`src/rtl/pipe_stall_scheduler_pkg.sv`:
```
// Shared types for the pipeline stall/flush scheduler.
// Holds the FSM state enum, counter width default and control bundle.
package pipe_stall_scheduler_pkg;

    localparam int CNT_W_DEF = 32;

    typedef enum logic [1:0] {
        S_RUN     = 2'd0,
        S_MC      = 2'd1,
        S_MC_HOLD = 2'd2
    } sched_state_t;

    typedef struct packed {
        logic pc_we;
        logic pc_sel_redirect;
        logic ifid_we;
        logic ifid_flush;
        logic idex_we;
        logic idex_flush;
        logic exmem_we;
        logic exmem_flush;
        logic memwb_flush;
        logic mc_start;
    } pipe_ctrl_t;

    localparam pipe_ctrl_t CTRL_RUN      = pipe_ctrl_t'(10'b1010101000);
    localparam pipe_ctrl_t CTRL_LOADUSE  = pipe_ctrl_t'(10'b0000111000);
    localparam pipe_ctrl_t CTRL_REDIRECT = pipe_ctrl_t'(10'b1111111000);
    localparam pipe_ctrl_t CTRL_MC_START = pipe_ctrl_t'(10'b0000000101);
    localparam pipe_ctrl_t CTRL_MC_FRZ   = pipe_ctrl_t'(10'b0000000100);
    localparam pipe_ctrl_t CTRL_MC_ABORT = pipe_ctrl_t'(10'b0000010100);
    localparam pipe_ctrl_t CTRL_MEMWAIT  = pipe_ctrl_t'(10'b0000000010);

endpackage

```
`src/rtl/pipe_stall_scheduler_if.sv`:
```
// Hazard inputs and pipeline-control outputs of the stall scheduler.
// master: pipeline side (drives hazards); slave: the scheduler.
interface pipe_stall_scheduler_if;

    logic load_use_haz;
    logic redirect_valid;
    logic mc_req;
    logic mc_done;
    logic dmem_req;
    logic dmem_ready;

    logic pc_we;
    logic pc_sel_redirect;
    logic ifid_we;
    logic ifid_flush;
    logic idex_we;
    logic idex_flush;
    logic exmem_we;
    logic exmem_flush;
    logic memwb_flush;
    logic mc_start;

    modport master (
        output load_use_haz, redirect_valid, mc_req,
        output mc_done, dmem_req, dmem_ready,
        input  pc_we, pc_sel_redirect, ifid_we, ifid_flush,
        input  idex_we, idex_flush, exmem_we, exmem_flush,
        input  memwb_flush, mc_start
    );

    modport slave (
        input  load_use_haz, redirect_valid, mc_req,
        input  mc_done, dmem_req, dmem_ready,
        output pc_we, pc_sel_redirect, ifid_we, ifid_flush,
        output idex_we, idex_flush, exmem_we, exmem_flush,
        output memwb_flush, mc_start
    );

endinterface

```
`src/rtl/pipe_stall_scheduler_sat_counter.sv`:
```
// Saturating up-counter: +1 per cycle with inc high, sticks at all-ones.
// Ports: clk, rst_n (async active-low), inc, count[W-1:0].
module sat_counter #(
    parameter int W = 32
) (
    input  logic         clk,
    input  logic         rst_n,
    input  logic         inc,
    output logic [W-1:0] count
);

    always_ff @(posedge clk or negedge rst_n) begin
        if (!rst_n) begin
            count <= '0;
        end else if (inc && (count != '1)) begin
            count <= count + W'(1);
        end
    end

endmodule

```
`src/rtl/pipe_stall_scheduler.sv`:
```
// Merges load-use, redirect, MUL/DIV and dmem-wait stalls into enables/bubbles.
// Ports: clk, rst_n, ctl (hazards in / controls out), error flag, 4 counters.
module pipe_stall_scheduler
    import pipe_stall_scheduler_pkg::*;
#(
    parameter int CNT_W      = CNT_W_DEF,
    parameter int MC_TIMEOUT = 64,
    parameter int TO_W       = 7
) (
    input  logic                    clk,
    input  logic                    rst_n,
    pipe_stall_scheduler_if.slave   ctl,
    output logic                    mc_timeout_err,
    output logic [CNT_W-1:0]        cnt_loaduse,
    output logic [CNT_W-1:0]        cnt_redirect,
    output logic [CNT_W-1:0]        cnt_memwait,
    output logic [CNT_W-1:0]        cnt_mc
);

    localparam logic [TO_W-1:0] MC_LAST = TO_W'(MC_TIMEOUT - 1);

    sched_state_t    state, next_state;
    logic [TO_W-1:0] mc_cnt;
    pipe_ctrl_t      ctrl;
    logic            memwait;
    logic            mc_enter, mc_abort;
    logic            inc_loaduse, inc_redirect, inc_mc;

    always_ff @(posedge clk or negedge rst_n) begin
        if (!rst_n) begin
            state          <= S_RUN;
            mc_cnt         <= '0;
            mc_timeout_err <= 1'b0;
        end else begin
            state <= next_state;
            if (mc_enter) begin
                mc_cnt <= '0;
            end else if (state == S_MC && mc_cnt != MC_LAST) begin
                mc_cnt <= mc_cnt + TO_W'(1);
            end
            if (mc_abort) begin
                mc_timeout_err <= 1'b1;
            end
        end
    end

    always_comb begin
        ctrl         = CTRL_RUN;
        next_state   = state;
        mc_enter     = 1'b0;
        mc_abort     = 1'b0;
        inc_loaduse  = 1'b0;
        inc_redirect = 1'b0;
        inc_mc       = 1'b0;
        memwait      = ctl.dmem_req & ~ctl.dmem_ready;

        unique case (state)
            S_RUN: begin
                if (memwait) begin
                    next_state = S_RUN;
                end else if (ctl.mc_req) begin
                    ctrl       = CTRL_MC_START;
                    mc_enter   = 1'b1;
                    next_state = S_MC;
                end else if (ctl.redirect_valid) begin
                    // the flushed ID consumer makes any load-use moot
                    ctrl         = CTRL_REDIRECT;
                    inc_redirect = 1'b1;
                end else if (ctl.load_use_haz) begin
                    ctrl        = CTRL_LOADUSE;
                    inc_loaduse = 1'b1;
                end
            end
            S_MC: begin
                ctrl   = CTRL_MC_FRZ;
                inc_mc = 1'b1;
                if (ctl.mc_done) begin
                    if (memwait) begin
                        next_state = S_MC_HOLD;
                    end else begin
                        ctrl       = CTRL_RUN;
                        next_state = S_RUN;
                    end
                end else if (mc_cnt == MC_LAST && !memwait) begin
                    ctrl       = CTRL_MC_ABORT;
                    mc_abort   = 1'b1;
                    next_state = S_RUN;
                end
            end
            S_MC_HOLD: begin
                if (!memwait) begin
                    next_state = S_RUN;
                end
            end
            default: begin
                next_state = S_RUN;
            end
        endcase

        if (memwait) begin
            ctrl = CTRL_MEMWAIT;
        end
        if (!rst_n) begin
            ctrl = '0;
        end
    end

    assign ctl.pc_we           = ctrl.pc_we;
    assign ctl.pc_sel_redirect = ctrl.pc_sel_redirect;
    assign ctl.ifid_we         = ctrl.ifid_we;
    assign ctl.ifid_flush      = ctrl.ifid_flush;
    assign ctl.idex_we         = ctrl.idex_we;
    assign ctl.idex_flush      = ctrl.idex_flush;
    assign ctl.exmem_we        = ctrl.exmem_we;
    assign ctl.exmem_flush     = ctrl.exmem_flush;
    assign ctl.memwb_flush     = ctrl.memwb_flush;
    assign ctl.mc_start        = ctrl.mc_start;

    sat_counter #(.W(CNT_W)) u_cnt_loaduse (
        .clk(clk), .rst_n(rst_n), .inc(inc_loaduse), .count(cnt_loaduse)
    );
    sat_counter #(.W(CNT_W)) u_cnt_redirect (
        .clk(clk), .rst_n(rst_n), .inc(inc_redirect), .count(cnt_redirect)
    );
    sat_counter #(.W(CNT_W)) u_cnt_memwait (
        .clk(clk), .rst_n(rst_n), .inc(memwait), .count(cnt_memwait)
    );
    sat_counter #(.W(CNT_W)) u_cnt_mc (
        .clk(clk), .rst_n(rst_n), .inc(inc_mc), .count(cnt_mc)
    );

endmodule

```
`src/flat_wrapper.sv`:
```
// flat-port wrapper written by rule: the top's interface ports become plain ports
module pipe_stall_scheduler_flat import pipe_stall_scheduler_pkg::*;
#(
    parameter int CNT_W      = CNT_W_DEF,
    parameter int MC_TIMEOUT = 64,
    parameter int TO_W       = 7
)
  (clk, rst_n, mc_timeout_err, cnt_loaduse, cnt_redirect, cnt_memwait, cnt_mc, ctl_load_use_haz, ctl_redirect_valid, ctl_mc_req, ctl_mc_done, ctl_dmem_req, ctl_dmem_ready, ctl_pc_we, ctl_pc_sel_redirect, ctl_ifid_we, ctl_ifid_flush, ctl_idex_we, ctl_idex_flush, ctl_exmem_we, ctl_exmem_flush, ctl_memwb_flush, ctl_mc_start);
  pipe_stall_scheduler_if ctl_i ();
  input  logic clk;
  input  logic rst_n;
  output logic mc_timeout_err;
  output logic [CNT_W-1:0] cnt_loaduse;
  output logic [CNT_W-1:0] cnt_redirect;
  output logic [CNT_W-1:0] cnt_memwait;
  output logic [CNT_W-1:0] cnt_mc;
  input wire logic [$bits(ctl_i.load_use_haz)-1:0] ctl_load_use_haz;
  input wire logic [$bits(ctl_i.redirect_valid)-1:0] ctl_redirect_valid;
  input wire logic [$bits(ctl_i.mc_req)-1:0] ctl_mc_req;
  input wire logic [$bits(ctl_i.mc_done)-1:0] ctl_mc_done;
  input wire logic [$bits(ctl_i.dmem_req)-1:0] ctl_dmem_req;
  input wire logic [$bits(ctl_i.dmem_ready)-1:0] ctl_dmem_ready;
  output wire logic [$bits(ctl_i.pc_we)-1:0] ctl_pc_we;
  output wire logic [$bits(ctl_i.pc_sel_redirect)-1:0] ctl_pc_sel_redirect;
  output wire logic [$bits(ctl_i.ifid_we)-1:0] ctl_ifid_we;
  output wire logic [$bits(ctl_i.ifid_flush)-1:0] ctl_ifid_flush;
  output wire logic [$bits(ctl_i.idex_we)-1:0] ctl_idex_we;
  output wire logic [$bits(ctl_i.idex_flush)-1:0] ctl_idex_flush;
  output wire logic [$bits(ctl_i.exmem_we)-1:0] ctl_exmem_we;
  output wire logic [$bits(ctl_i.exmem_flush)-1:0] ctl_exmem_flush;
  output wire logic [$bits(ctl_i.memwb_flush)-1:0] ctl_memwb_flush;
  output wire logic [$bits(ctl_i.mc_start)-1:0] ctl_mc_start;
  assign ctl_i.load_use_haz = ctl_load_use_haz;
  assign ctl_i.redirect_valid = ctl_redirect_valid;
  assign ctl_i.mc_req = ctl_mc_req;
  assign ctl_i.mc_done = ctl_mc_done;
  assign ctl_i.dmem_req = ctl_dmem_req;
  assign ctl_i.dmem_ready = ctl_dmem_ready;
  assign ctl_pc_we = ctl_i.pc_we;
  assign ctl_pc_sel_redirect = ctl_i.pc_sel_redirect;
  assign ctl_ifid_we = ctl_i.ifid_we;
  assign ctl_ifid_flush = ctl_i.ifid_flush;
  assign ctl_idex_we = ctl_i.idex_we;
  assign ctl_idex_flush = ctl_i.idex_flush;
  assign ctl_exmem_we = ctl_i.exmem_we;
  assign ctl_exmem_flush = ctl_i.exmem_flush;
  assign ctl_memwb_flush = ctl_i.memwb_flush;
  assign ctl_mc_start = ctl_i.mc_start;
  pipe_stall_scheduler #(.CNT_W(CNT_W), .MC_TIMEOUT(MC_TIMEOUT), .TO_W(TO_W)) u_core (.clk(clk), .rst_n(rst_n), .ctl(ctl_i), .mc_timeout_err(mc_timeout_err), .cnt_loaduse(cnt_loaduse), .cnt_redirect(cnt_redirect), .cnt_memwait(cnt_memwait), .cnt_mc(cnt_mc));
endmodule
```
`config.mk`:
```
export PLATFORM = sky130hd
export DESIGN_NAME = pipe_stall_scheduler_flat
export DESIGN_NICKNAME = d
export VERILOG_FILES = /design/src/rtl/pipe_stall_scheduler_pkg.sv /design/src/rtl/pipe_stall_scheduler_if.sv /design/src/rtl/pipe_stall_scheduler_sat_counter.sv /design/src/rtl/pipe_stall_scheduler.sv /design/src/flat_wrapper.sv
export SDC_FILE = /design/constraint.sdc
export NUM_CORES = 1
export LEC_CHECK = 0
export CORE_ASPECT_RATIO = 0.6
export CORE_MARGIN = 2
export CORE_UTILIZATION = 53
export CTS_BUF_LIST = sky130_fd_sc_hd__clkbuf_4
export CTS_CLUSTER_SIZE = 14
export DETAILED_ROUTE_END_ITERATION = 8
export PLACE_DENSITY = 0.88
export RECOVER_POWER = 25
export SYNTH_ARGS = -nofsm -noshare
export SYNTH_HDL_FRONTEND = slang
export SYNTH_SLANG_ARGS = --single-unit
```
`constraint.sdc`:
```
create_clock -name clk -period 2.45 [get_ports clk]
set_clock_uncertainty 0.1 [all_clocks]
set_input_delay 0.245 -clock clk [delete_from_list [all_inputs] [get_ports clk]]
set_output_delay 0.245 -clock clk [all_outputs]
set_load 0.005 [all_outputs]
```
**Word level (Yosys, flattened, before mapping)**

Index checks and enable logic that the tools add are counted.

- Bits in registers: 138
- Input bits: 8
- Output and inout bits: 139

- $add $sub $neg: 5
- Equal/unequal tests: 11
- Multiplexer cells: 33
- Bitwise logic cells: 2
- Reductions and logical operators: 10

Operator list:

| kind | number |
|---|---|
| adder 32 x 1 -> 32 bit, second input constant | 4 |
| != test 32 bit, second input constant | 4 |
| 2-to-1 mux 10 bit | 6 |
| case mux 10 bit (2 select lines) | 1 |
| 2-to-1 mux 1 bit | 16 |
| 2-to-1 mux 7 bit | 2 |
| 2-to-1 mux 2 bit | 6 |
| adder 7 x 1 -> 7 bit, second input constant | 1 |
| equality test 7 x 6 -> 1 bit, second input constant | 1 |
| != test 7 x 6 -> 1 bit, second input constant | 1 |
| logical AND 1 bit | 6 |
| != test 3 bit, second input constant | 2 |
| case mux 2 bit (3 select lines) | 1 |
| 2-to-1 mux 5 bit | 1 |
| AND reduction 3 bit | 1 |
| equality test 2 x 1 -> 1 bit, second input constant | 1 |
| equality test 2 bit, second input constant | 1 |
| zero test 2 bit | 1 |
| != test 2 bit, second input constant | 1 |
| nonzero test 2 bit | 1 |
| bitwise AND 1 bit | 1 |
| zero test 1 bit | 1 |
| NOT 1 bit | 1 |

**Logic depth before layout (Yosys ltp)**

Gate-level depths: netlist (run 1).

- Word-level depth: 9
- Gate-level depth with buffers: 8

**Modules after synthesis**

From an unflattened synthesis (run 1), not the netlist that was laid out.

- Cells, all modules: 676
- Area, all modules: 7,114.3 um2

Modules (own cells, without submodules):

| module | instances | cells each | area an instance (um2) | seq. area each (um2) |
|---|---|---|---|---|
| sat_counter | 4 | 151 | 1,624.1 | 800.8 |
| pipe_stall_scheduler | 1 | 72 | 618.1 | 250.2 |

**Least setup slack after synthesis (run 1)**

No wires, ideal clock.

- Path type: reg2reg
- Start: reg u_core.state[1]
- End: reg u_core.u_cnt_loaduse.count[28]
- Data arrival time: 1,945 ps
- Data required time: 2,271 ps
- Path slack: 326 ps
- Stages on the path, launching flop included: 7
- Buffers on the path: 1
- Period minus slack after synthesis: 2,124 ps
- Cell sequence: dfrtp_1 > buf_2 > or2_1 > or3_4 > or4b_4 > nor2_1 > xor2_1

- Word-level cells in the longest chain between the ends: 3

RTL lines:

| element | line | text |
|---|---|---|
| start, declared | pipe_stall_scheduler.sv:22 | `sched_state_t state, next_state;` |
| start signal, assigned | pipe_stall_scheduler.sv:35 | `state <= next_state;` |
| zero test 2 bit | pipe_stall_scheduler.sv:57 | `unique case (state)` |
| 2-to-1 mux 1 bit | pipe_stall_scheduler.sv:57 |  |
| logical AND 1 bit | pipe_stall_scheduler_sat_counter.sv:15 | `end else if (inc && (count != '1)) begin` |
| end signal, assigned | pipe_stall_scheduler_sat_counter.sv:16 | `count <= count + W'(1);` |
| end, declared | pipe_stall_scheduler_sat_counter.sv:9 | `output logic [W-1:0] count` |

No other way between the ends.
A chain may end at the register's enable or synchronous reset.

**Worst setup path in the final report (run 1)**

- Start: reg u_core.mc_cnt[0]
- End: out ctl_idex_flush

- Word-level cells in the longest chain between the ends: 7

RTL lines:

| element | line | text |
|---|---|---|
| start, declared | pipe_stall_scheduler.sv:23 | `logic [TO_W-1:0] mc_cnt;` |
| start signal, assigned | pipe_stall_scheduler.sv:39 | `mc_cnt <= mc_cnt + TO_W'(1);` |
| equality test 7 x 6 -> 1 bit | pipe_stall_scheduler.sv:84 | `end else if (mc_cnt == MC_LAST && !memwait) begin` |
| logical AND 1 bit | pipe_stall_scheduler.sv:84 |  |
| 2-to-1 mux 5 bit | pipe_stall_scheduler.sv:84 |  |
| 2-to-1 mux 10 bit | pipe_stall_scheduler.sv:77 | `if (ctl.mc_done) begin` |
| case mux 10 bit (2 select lines) | pipe_stall_scheduler.sv:57 |  |
| 2-to-1 mux 10 bit | pipe_stall_scheduler.sv:100 | `if (memwait) begin` |
| 2-to-1 mux 10 bit | pipe_stall_scheduler.sv:103 | `if (!rst_n) begin` |
| end, declared | flat_wrapper.sv:28 | `output wire logic [$bits(ctl_i.idex_flush)-1:0] ctl_idex_flush;` |

No other way between the ends.

==> metrics.log, run 1 <==
INFO  metric run_status = complete, no violations
INFO  metric grt_setup_unrepaired = true
INFO  metric vdd_drop_max = between 0.5 and 0.6 mV
INFO  metric pwr_density_cell = between 500 and 600 nW/µm²
INFO  metric grt_pass1_vias = just under 6000
INFO  metric netlist_instances = ~650
INFO  metric worstReg2RegStart = u_core.u_cnt_mc.count[6]
INFO  metric power_frac_clock = 0.316
INFO  metric total_switching_power = 0.00155 W
INFO  metric crit_arrival = around 2.1 ns
INFO  metric syn2layout_area_growth = 34.2%
INFO  metric post-synth-top-area-cell = dfrtp_1
INFO  metric clk-insertion-delay-late = 0.54 ns
INFO  metric seq_power_share = 0.503
INFO  metric drt_wl_total = roughly 18 mm
INFO  metric number_of_synthesized_register_bits = 138
INFO  metric cts_inserted_buffers = 17
INFO  metric power.static_leakage = 4.09 nW
INFO  metric synth_top_cells_by_area = dfrtp_1, xnor2_1, xor2_1
INFO  metric groute.usage.overall = 0.267
INFO  metric critical_path.startpoint_type = flop
INFO  metric multi_input_comb_area = approximately 3300 µm²
INFO  metric die_h = just over 90 µm
INFO  metric critical_path_class = reg -> out
INFO  metric synth_enable_flop_cells = 0
INFO  metric final_number_of_hold_violating_endpoints = 0
INFO  metric layout-drive-gt1-share = 0.126
INFO  metric yosys-top-cells-count = dfrtp_1, xnor2_1, nand3_1
INFO  metric gate_power_share = 0.181
INFO  metric grt_first_pass_wirelength = a little under 30 mm
INFO  metric grt_max_degree = 79
INFO  metric fmax = ~420 MHz
INFO  metric placementRows = 31
INFO  metric maximum_buffer_depth_of_the_clock_tree = 2
INFO  metric post_route_clock_period_utilization = 0.981
INFO  metric synth_cell_types = 55
INFO  metric dpl_cell_area = between 8000 and 9000 µm²
INFO  metric syn-cell-area = just under 7000 µm²
INFO  metric vias_per_cell = a little under 6
INFO  metric setup.worst_path.end_class = primary output
INFO  metric cp-startpoint = u_core.mc_cnt[0]
INFO  metric drtPass1Iterations = 5
INFO  metric final_sum_of_negative_setup_slack = 0 ns
INFO  metric critPathRequiredTime = ~2.1 ns
INFO  metric clock_tree.root_cell = clkbuf_4
INFO  metric setup-violations-final = 0
INFO  metric fp.dieArea = approximately 14000 µm²
INFO  metric synth_nets = 660
INFO  metric antenna_violating_nets_post_route = 0
INFO  metric headroom_to_the_max_slew_limit = 0.0821
INFO  metric worst-slew-pin-transition = approximately 1.4 ns
INFO  metric clock-sinks = 138
INFO  metric post_synth.cell_area_avg = 10.4 µm²
INFO  metric netSwitchingFraction = 0.287
INFO  metric antenna-diode-count = 0
INFO  metric yosysWarningCount = 0
INFO  metric path_clk_slew = between 0.1 and 0.15 ns
INFO  metric dieWidth = around 150 µm
INFO  metric asyncSetResetFlopFracSynth = 1.00
INFO  metric synth_top_area_frac = 0.511
INFO  metric timing.max_cap.violations = 0
INFO  metric slew_viol_final = 0
INFO  metric min_hold_slack = ~0.36 ns
INFO  metric detailroute.via_count = around 6000
INFO  metric drtIter0Drc = 560
INFO  metric tritoncts = done
INFO  metric drc = 0
INFO  metric num-nets-final = 852
INFO  metric min-delay-start = ctl_mc_done
INFO  metric stdcell_area = around 9100 µm²
INFO  metric routedWlPerCell = about 18 µm
INFO  metric regArea = about 3500 µm²
INFO  metric antenna_found_initial = 0
INFO  metric layout.core_utilization = 0.740
INFO  metric part_of_the_yosys_area_used_for_sequential_elements = 0.511
INFO  metric layout.cells.non_filler = around 1000
INFO  metric floorplan.core_area = approximately 12000 µm²
INFO  metric place.gp.congestion = 0.931
INFO  metric ctsHtreeMaxLevel = 4
INFO  metric yosys.cell_count.top_type = dfrtp_1
INFO  metric synth_ff_type = dfrtp_1
INFO  metric grt_overflow_total = 0
INFO  metric final.fill_count = 810
INFO  metric placed_cells_incl_taps = 973
INFO  metric portBuffers = roughly 150
INFO  metric min_path_type = in -> reg
INFO  metric cellInternalPower = between 0.003 and 0.004 W
INFO  metric num_io_pins = approximately 150
INFO  metric dpl.hpwl = between 10 and 15 mm
INFO  metric initial_core_utilization = 0.552
INFO  metric timing.critical_path.fanout_max = 3
INFO  metric layout_min_cycle_time = between 2 and 2.5 ns
path summary, 6_finish.rpt:
| path | slack (ns) | end | cells after the start |
|---|---|---|---|
| worst max register to register | 0.12 | u_core.u_cnt_mc.count[1] | 4 |
| max in group asynchronous | 0.71 | u_core.u_cnt_loaduse.count[12] | 3 |
| worst min register to register | 0.38 | u_core.mc_cnt[5] | 1 |
| worst max-delay path | 0.05 | ctl_idex_flush | 7 |
| worst min-delay path | 0.36 | u_core.state[1] | 3 |
| min in group asynchronous | 0.48 | u_core.u_cnt_loaduse.count[3] | 3 |
logic make-up after synthesis:
kind of cell,after synthesis,synth area share
XOR/XNOR,118,0.153
AND/OR/NAND/NOR,322,0.263
multiplexers,9,0.0144
adder cells (fa/ha/maj),5,0.00925
buffers and inverters,21,0.0141
AO/OA/AOI/OAI,34,0.0359
flip-flops,138,0.511
power groups by stage:
stage | Combinational, W | Clock [W] | Sequential (W)
6_report | 0.000979 | 0.00170 | 0.00272
5_1_grt | 0.00107 | 0.00183 | 0.00275
4_1_cts | 0.000939 | 0.00172 | 0.00271
3_5_place_dp | 0.000882 | 0 | 0.00275
3_3_place_gp | 0.000850 | 0 | 0.00273
2_1_floorplan | 0.000359 | 0 | 0.00271
critical path, cell delays in order (launching register included):
cell and delay (ns):
dfrtp_1 0.38, ha_2 0.20, and3_4 0.20, and3_4 0.19, nand2_1 0.07, a211oi_2 0.24
buf_4 0.15, clkbuf_2 0.10
through the flow:
step	setup slack, ns	total power [W]
6_report	0.0466	0.00540
5_1_grt	-0.0904	0.00565
4_1_cts	-0.00790	0.00536
3_5_place_dp	-0.148	0.00364
3_3_place_gp	-0.0694	0.00358
2_1_floorplan	0.326	0.00307
registers in the layout, indices dropped and copies added, names as in the netlist:
register	flops
u_core.mc_timeout_err	1
u_core.mc_cnt	7
u_core.u_cnt_redirect.count	32
u_core.u_cnt_memwait.count	32
u_core.u_cnt_mc.count	32
u_core.u_cnt_loaduse.count	32
u_core.state	2
placed cells by master (no fill, tap or decap), types with 13 or more instances in the layout:
cell type        Yosys  layout
and4_1              14      13
nand2_1             51      51
clkdlybuf4s50_1      0     137
nor3_1              22      22
and3_1              29      26
dfrtp_1            138     134
clkbuf_4             0      17
buf_4                3      37
nand3_1             54      53
xor2_1              48      48
xnor2_1             70      70
nand4_1             42      42
nor2_1              50      49
repair_timing:
action / CTS / global route
hold buffers: 2 / 0
hold endpoints to repair: 138 / 0
pin swaps: 1 / 2
setup endpoints to repair: 5 / 20
buffers inserted: 4 / 6
resized for setup: 10 / 17
gates cloned: 0 / 0
layer usage:
metal | up-vias | GRT usage | share of wire
met5 | - | 0 | 0
met4 | 0 | 0.0904 | 0.020
met3 | 31 | 0.0724 | 0.077
met2 | 272 | 0.411 | 0.47
met1 | 2927 | 0.367 | 0.43
li1 | 2706 | - | -
final cells by class:
class                      instances  area share
clock buffer                      17      0.0141
clock inverter                    14      0.0217
inverter                           8     0.00331
multi-input combinational        488       0.361
sequential                       138       0.381
tap                              165      0.0228
timing repair buffer             186       0.196
Note: power is estimated with default switching activity, not from simulation.
==> inputs of run 2 (changes only) <==
SLEW_MARGIN = 20   (was unset)
==> results of run 2 <==
The final DEF is identical to that of run 1; final timing and power are the same.
==> inputs of run 3 (changes only) <==
SLEW_MARGIN = unset   (was 20)
==> results of run 3 <==
The final DEF is identical to that of run 1; final timing and power are the same.
